<file path="src/rtl/apb_master_arbiter.sv">
// Two-master to one-slave APB arbiter: round-robin grant, atomic registered SETUP/ACCESS
// sequence toward the slave, and a wait-state watchdog that aborts hung transfers.
module apb_master_arbiter #(
    parameter int ADDR_W  = 10,
    parameter int DATA_W  = 32,
    parameter int TIMEOUT = 15
) (
    input  logic                clk_i,
    input  logic                rst_n_i,
    // Master handshake: psel is the request and stays high until a one-cycle
    // pready pulse returns; prdata/pslverr are valid only while pready is high.
    input  logic                m0_psel_i,
    input  logic [ADDR_W-1:0]   m0_paddr_i,
    input  logic                m0_pwrite_i,
    input  logic [DATA_W-1:0]   m0_pwdata_i,
    input  logic [DATA_W/8-1:0] m0_pstrb_i,
    output logic [DATA_W-1:0]   m0_prdata_o,
    output logic                m0_pready_o,
    output logic                m0_pslverr_o,
    input  logic                m1_psel_i,
    input  logic [ADDR_W-1:0]   m1_paddr_i,
    input  logic                m1_pwrite_i,
    input  logic [DATA_W-1:0]   m1_pwdata_i,
    input  logic [DATA_W/8-1:0] m1_pstrb_i,
    output logic [DATA_W-1:0]   m1_prdata_o,
    output logic                m1_pready_o,
    output logic                m1_pslverr_o,
    output logic                s_psel_o,
    output logic                s_penable_o,
    output logic [ADDR_W-1:0]   s_paddr_o,
    output logic                s_pwrite_o,
    output logic [DATA_W-1:0]   s_pwdata_o,
    output logic [DATA_W/8-1:0] s_pstrb_o,
    input  logic [DATA_W-1:0]   s_prdata_i,
    input  logic                s_pready_i,
    input  logic                s_pslverr_i,
    output logic [1:0]          grant_o,
    output logic                timeout_o,
    output logic [1:0]          state_o
);

    localparam int STRB_W = DATA_W / 8;
    localparam bit WDT_EN = (TIMEOUT > 0);
    localparam int CNT_W  = (TIMEOUT > 0) ? $clog2(TIMEOUT + 1) : 1;
    localparam int LAST_I = (TIMEOUT > 0) ? TIMEOUT - 1 : 0;
    localparam logic [CNT_W-1:0] CNT_LAST = CNT_W'(LAST_I);
    localparam logic [CNT_W-1:0] CNT_MAX  = {CNT_W{1'b1}};

    typedef enum logic [1:0] {
        IDLE     = 2'd0,
        SETUP    = 2'd1,
        ACCESS   = 2'd2,
        COMPLETE = 2'd3
    } state_t;

    state_t              state_q, state_d;
    logic                last_q, last_d;
    logic [CNT_W-1:0]    cnt_q, cnt_d;
    logic [1:0]          grant_q, grant_d;
    logic                timeout_q, timeout_d;
    logic                s_psel_q, s_psel_d;
    logic                s_penable_q, s_penable_d;
    logic [ADDR_W-1:0]   s_paddr_q, s_paddr_d;
    logic                s_pwrite_q, s_pwrite_d;
    logic [DATA_W-1:0]   s_pwdata_q, s_pwdata_d;
    logic [STRB_W-1:0]   s_pstrb_q, s_pstrb_d;
    logic [DATA_W-1:0]   m0_prdata_q, m0_prdata_d;
    logic                m0_pready_q, m0_pready_d;
    logic                m0_pslverr_q, m0_pslverr_d;
    logic [DATA_W-1:0]   m1_prdata_q, m1_prdata_d;
    logic                m1_pready_q, m1_pready_d;
    logic                m1_pslverr_q, m1_pslverr_d;

    logic                pick1;
    logic                rsp_valid;
    logic [DATA_W-1:0]   rsp_data;
    logic                rsp_err;

    always_ff @(posedge clk_i or negedge rst_n_i) begin
        if (!rst_n_i) begin
            state_q      <= IDLE;
            last_q       <= 1'b1;
            cnt_q        <= '0;
            grant_q      <= 2'b00;
            timeout_q    <= 1'b0;
            s_psel_q     <= 1'b0;
            s_penable_q  <= 1'b0;
            s_paddr_q    <= '0;
            s_pwrite_q   <= 1'b0;
            s_pwdata_q   <= '0;
            s_pstrb_q    <= '0;
            m0_prdata_q  <= '0;
            m0_pready_q  <= 1'b0;
            m0_pslverr_q <= 1'b0;
            m1_prdata_q  <= '0;
            m1_pready_q  <= 1'b0;
            m1_pslverr_q <= 1'b0;
        end else begin
            state_q      <= state_d;
            last_q       <= last_d;
            cnt_q        <= cnt_d;
            grant_q      <= grant_d;
            timeout_q    <= timeout_d;
            s_psel_q     <= s_psel_d;
            s_penable_q  <= s_penable_d;
            s_paddr_q    <= s_paddr_d;
            s_pwrite_q   <= s_pwrite_d;
            s_pwdata_q   <= s_pwdata_d;
            s_pstrb_q    <= s_pstrb_d;
            m0_prdata_q  <= m0_prdata_d;
            m0_pready_q  <= m0_pready_d;
            m0_pslverr_q <= m0_pslverr_d;
            m1_prdata_q  <= m1_prdata_d;
            m1_pready_q  <= m1_pready_d;
            m1_pslverr_q <= m1_pslverr_d;
        end
    end

    always_comb begin
        state_d      = state_q;
        last_d       = last_q;
        cnt_d        = cnt_q;
        grant_d      = grant_q;
        timeout_d    = timeout_q;
        s_psel_d     = s_psel_q;
        s_penable_d  = s_penable_q;
        s_paddr_d    = s_paddr_q;
        s_pwrite_d   = s_pwrite_q;
        s_pwdata_d   = s_pwdata_q;
        s_pstrb_d    = s_pstrb_q;
        m0_prdata_d  = m0_prdata_q;
        m0_pready_d  = m0_pready_q;
        m0_pslverr_d = m0_pslverr_q;
        m1_prdata_d  = m1_prdata_q;
        m1_pready_d  = m1_pready_q;
        m1_pslverr_d = m1_pslverr_q;
        pick1        = 1'b0;
        rsp_valid    = 1'b0;
        rsp_data     = '0;
        rsp_err      = 1'b0;

        case (state_q)
            IDLE: begin
                if (m0_psel_i || m1_psel_i) begin
                    // last_q == 1 means m1 went last, so m0 wins a tie
                    pick1       = m1_psel_i && (!m0_psel_i || !last_q);
                    grant_d     = pick1 ? 2'b10 : 2'b01;
                    last_d      = pick1;
                    s_paddr_d   = pick1 ? m1_paddr_i  : m0_paddr_i;
                    s_pwrite_d  = pick1 ? m1_pwrite_i : m0_pwrite_i;
                    s_pwdata_d  = pick1 ? m1_pwdata_i : m0_pwdata_i;
                    s_pstrb_d   = pick1 ? m1_pstrb_i  : m0_pstrb_i;
                    s_psel_d    = 1'b1;
                    state_d     = SETUP;
                end
            end
            SETUP: begin
                s_penable_d = 1'b1;
                cnt_d       = '0;
                state_d     = ACCESS;
            end
            ACCESS: begin
                if (s_pready_i) begin
                    rsp_valid = 1'b1;
                    rsp_data  = s_pwrite_q ? '0 : s_prdata_i;
                    rsp_err   = s_pslverr_i;
                end else if (WDT_EN && cnt_q == CNT_LAST) begin
                    rsp_valid = 1'b1;
                    rsp_err   = 1'b1;
                    timeout_d = 1'b1;
                end else if (cnt_q != CNT_MAX) begin
                    cnt_d = cnt_q + 1'b1;
                end

                if (rsp_valid) begin
                    s_psel_d    = 1'b0;
                    s_penable_d = 1'b0;
                    state_d     = COMPLETE;
                    if (grant_q[0]) begin
                        m0_prdata_d  = rsp_data;
                        m0_pslverr_d = rsp_err;
                        m0_pready_d  = 1'b1;
                    end
                    if (grant_q[1]) begin
                        m1_prdata_d  = rsp_data;
                        m1_pslverr_d = rsp_err;
                        m1_pready_d  = 1'b1;
                    end
                end
            end
            COMPLETE: begin
                m0_prdata_d  = '0;
                m0_pready_d  = 1'b0;
                m0_pslverr_d = 1'b0;
                m1_prdata_d  = '0;
                m1_pready_d  = 1'b0;
                m1_pslverr_d = 1'b0;
                grant_d      = 2'b00;
                timeout_d    = 1'b0;
                state_d      = IDLE;
            end
            default: state_d = IDLE;
        endcase
    end

    assign m0_prdata_o  = m0_prdata_q;
    assign m0_pready_o  = m0_pready_q;
    assign m0_pslverr_o = m0_pslverr_q;
    assign m1_prdata_o  = m1_prdata_q;
    assign m1_pready_o  = m1_pready_q;
    assign m1_pslverr_o = m1_pslverr_q;
    assign s_psel_o     = s_psel_q;
    assign s_penable_o  = s_penable_q;
    assign s_paddr_o    = s_paddr_q;
    assign s_pwrite_o   = s_pwrite_q;
    assign s_pwdata_o   = s_pwdata_q;
    assign s_pstrb_o    = s_pstrb_q;
    assign grant_o      = grant_q;
    assign timeout_o    = timeout_q;
    assign state_o      = state_q;

endmodule

</file>
<file path="config.mk">
export PLATFORM = sky130hd
export DESIGN_NAME = apb_master_arbiter
export DESIGN_NICKNAME = d
export VERILOG_FILES = /design/src/rtl/apb_master_arbiter.sv
export SDC_FILE = /design/constraint.sdc
export NUM_CORES = 1
export LEC_CHECK = 0
export BUFFER_PORTS_ARGS = -buffer_cell sky130_fd_sc_hd__clkbuf_2
export CORE_MARGIN = 5
export CORE_UTILIZATION = 51
export DETAILED_ROUTE_END_ITERATION = 16
export GPL_ROUTABILITY_DRIVEN = 0
export PLACE_DENSITY_LB_ADDON = 0.25
export RECOVER_POWER = 50
export SYNTH_ARGS = -nofsm -noshare
export SYNTH_HDL_FRONTEND = slang
export SYNTH_SLANG_ARGS = --single-unit
</file>
<file path="constraint.sdc">
create_clock -name clk_i -period 4.5 [get_ports clk_i]
set_input_delay 0.9 -clock clk_i [delete_from_list [all_inputs] [get_ports clk_i]]
set_output_delay 0.9 -clock clk_i [all_outputs]
set_load 0.02 [all_outputs]
</file>
==> results.toml <==
[clocking]
postCtsSetupRepairBufs = 0
cts_buffers = 17
cts.sinks = 127
cts.clk_slew.worst_paths_ps = 60
clk_latency_ps = 400
cts_hold_buf = 0
post_cts_resized = 0
cts_tree = "built"
clock_path_buffers = 2
root_buffer = "clkbuf_16"
cts_max_level = 4

[synthesis]
ys_warn_count = 0
syn_inst = 503
synth_seq_cells = 127
netlist_area_sq_um = 5790
syn_nets = 641
yosysSeqAreaShare_pct = 55.0
synth_cell_type_count = 41
syn_area_per_cell_sq_um = 11.5

[floorplanning]
std_cell_rows = 38
core_area_sq_um = 11000
die_h_um = 117
ioPinCount = 254
die_area_sq_um = 13600
die_w_um = 117
initial_core_util_pct = 52.7

[global_routing]
antenna_found_initial = 0
grt_use_total_pct = 24.2
grt_pass1_vias = 5134
grt_overflow = 0
grt_max_degree = 66
grt_pass1_wl_um = 25500

[layout]
final_cells = 892
stdcell_area_sq_um = 7540
layout.nets = 878
utilization_pct = 68.7
diodes = 0
drive_gt1_share_pct = 32.2
fill_cells = 821
syn2layout_area_growth_pct = 30.4

[sta]
fin_tns_setup_ps = 0
worst_slack_ps = 1890
max_freq_mhz = 383
grt_setup_unrepaired = "no"
setup_viol = 0
max-slew-margin-rel_pct = -3.49
min_period_ps = 2610
hold_ws_ps = 492
finClkSkew_ps = 8.88
drv_slew = 66
fin_crit_sh_pct = 58.0
hold_viol = 0
tightest_slew_ps = 1550

[worst_setup_path]
crit_path_start_kind = "flip-flop"
critPathRequiredTime_ps = 4820
crit_path_end_kind = "flip-flop"
cp_slowest_cell = "nand2b_2"
path_max_fanout = 64
worst-path-buf-inv = 1
crit_arrival_ps = 2930
critPathKind = "reg2reg"
cpPeakStageDelay_ps = 1050
worstPathCellList = "inv_1 > ha_1 > nand2b_2 > nand2_1 > mux2i_1"
path_delay_family = "simple AND/OR/NAND/NOR gates"

[pwr]
netSwitchingFraction_pct = 38.3
p_clk_share_pct = 27.9
power_frac_seq_pct = 34.7
vdd_drop_max_mv = 0.452
combPwrFrac_pct = 37.4
p_int_mw = 3.17
power.density_nw_per_um2 = 681
finalPower_mw = 5.13
leakagePower_nw = 3.83
switchingPower_mw = 1.97

[detailed_routing]
drt_iter0_drc = 411
vias = 4873
wl_per_cell_um = 18.1
drt_first_pass_iters = 4
drc = 0
routed_wl_um = 16200
vias_per_cell = 5.46
antenna_left = 0

[placed_design]
placed_cell_area_sq_um = 7010
dp_cells = 861
hpwl_um = 11600
port-buffer-count = 253
dp_slack_ps = 1940

[flow_run]
cap_violations = 1

[hold_path]
hold_class = "reg2reg"

[outcome]
status = "finished with violations"
violations = "max-capacitance violations, max-slew violations"
## synth_stat cells
cell type,instances,area share (%)
buf_6,3,0.58
buf_2,16,1.4
nand2_1,112,7.3
clkbuf_1,14,0.91
and4b_2,1,0.19
buf_1,1,0.065
o22a_1,1,0.15
and3_4,2,0.39
buf_12,6,2.1
dfstp_2,1,0.45
a22o_1,1,0.15
a31oi_1,3,0.32
and3_1,43,4.6
nor3b_1,3,0.39
a211o_1,2,0.30
nand4_1,1,0.11
a21boi_2,1,0.19
o21ai_0,10,0.87
a31o_4,1,0.30
and2_1,2,0.22
mux2_2,1,0.19
and2_2,1,0.13
a21o_2,1,0.15
nor3b_2,1,0.22
ha_1,6,1.3
nand2b_1,2,0.22
inv_1,6,0.39
a21oi_1,4,0.35
a21o_1,1,0.13
o22ai_1,4,0.43
nor2b_1,3,0.32
o21ai_1,1,0.086
o211a_1,1,0.17
a221o_1,42,7.3
o211ai_1,1,0.13
mux2i_1,72,12
o21bai_1,1,0.13
nand3_1,1,0.086
o311a_1,1,0.17
dfrtp_1,126,54
nor2_1,3,0.19
## cells in the final DEF (no fill, tap or decap), types with 5 or more instances in the layout
cell,n
and3_1,43
o21ai_0,10
clkbuf_1,60
buf_4,5
clkbuf_2,198
nand2_1,112
mux2i_1,72
a221o_1,42
clkbuf_16,17
dfrtp_1,126
inv_1,6
ha_1,6
## power by group through the flow
| stage | clock, mW | combinational (mW) | sequential (mW) |
|---|---|---|---|
| finish | 1.43 | 1.92 | 1.78 |
| global route | 1.51 | 2.09 | 1.83 |
| global placement | 0 | 1.92 | 1.78 |
| detailed placement | 0 | 1.97 | 1.78 |
| floorplan | 0 | 0.913 | 2.17 |
| CTS | 1.45 | 1.97 | 1.78 |
## area by class of cell
class / count / area, sq um / area share, %
flip-flops and latches: 127 / 3180 / 42.1
multi-input cells: 330 / 2320 / 30.7
repair buffers: 258 / 1230 / 16.4
clock buffers: 25 / 485 / 6.44
well taps: 140 / 175 / 2.32
clock inverters: 6 / 130 / 1.72
inverters: 6 / 22.5 / 0.299
## tightest hold or removal path: stages (launching register included)
cell and delay, ps:
dfrtp_1 340, nand2_1 50, o21ai_0 60
## registers in the layout (all words and copies together), names as in the netlist
name / flops
m1_prdata_o: 32
grant_o: 2
s_penable_o: 1
m0_pready_o: 1
cnt_q: 4
timeout_o: 1
s_pwrite_o: 1
s_pwdata_o: 32
m0_pslverr_o: 1
m1_pready_o: 1
m1_pslverr_o: 1
last_q: 1
m0_prdata_o: 32
s_paddr_o: 10
s_pstrb_o: 4
state_o: 2
s_psel_o: 1
## cells by family after synthesis
kind of cell / Yosys count / share of synthesized area, %
mux: 73 / 12.7
simple gates: 175 / 14.4
flops: 127 / 55.0
buf+inv: 46 / 5.41
compound gates: 76 / 11.3
fa+ha+maj: 6 / 1.30
## metal layers
layer,routed length (um),vias up,global-route usage [%],share of wire [%]
met5,0,-,0,0
met4,239,0,7.58,1.5
met3,1270,20,7.31,7.8
met2,8150,205,41.6,50
met1,6510,2378,29.3,40
li1,-,2270,-,-
## path summary, 6_finish.rpt
| check | startpoint | end | slack [ps] | cells after the start |
|---|---|---|---|---|
| min reg2reg | s_pwdata_o[31] | s_pwdata_o[31] | 490 | 2 |
| min in group asynchronous | rst_n_i | m1_prdata_o[1] | 580 | 1 |
| max in group asynchronous | rst_n_i | s_pwdata_o[29] | 1900 | 2 |
| max | state_o[0] | m1_prdata_o[18] | 1890 | 5 |
| min | s_pwdata_o[31] | s_pwdata_o[31] | 490 | 2 |
| max reg2reg | state_o[0] | m1_prdata_o[18] | 1890 | 5 |
Note: power is estimated with default switching activity, not from simulation.
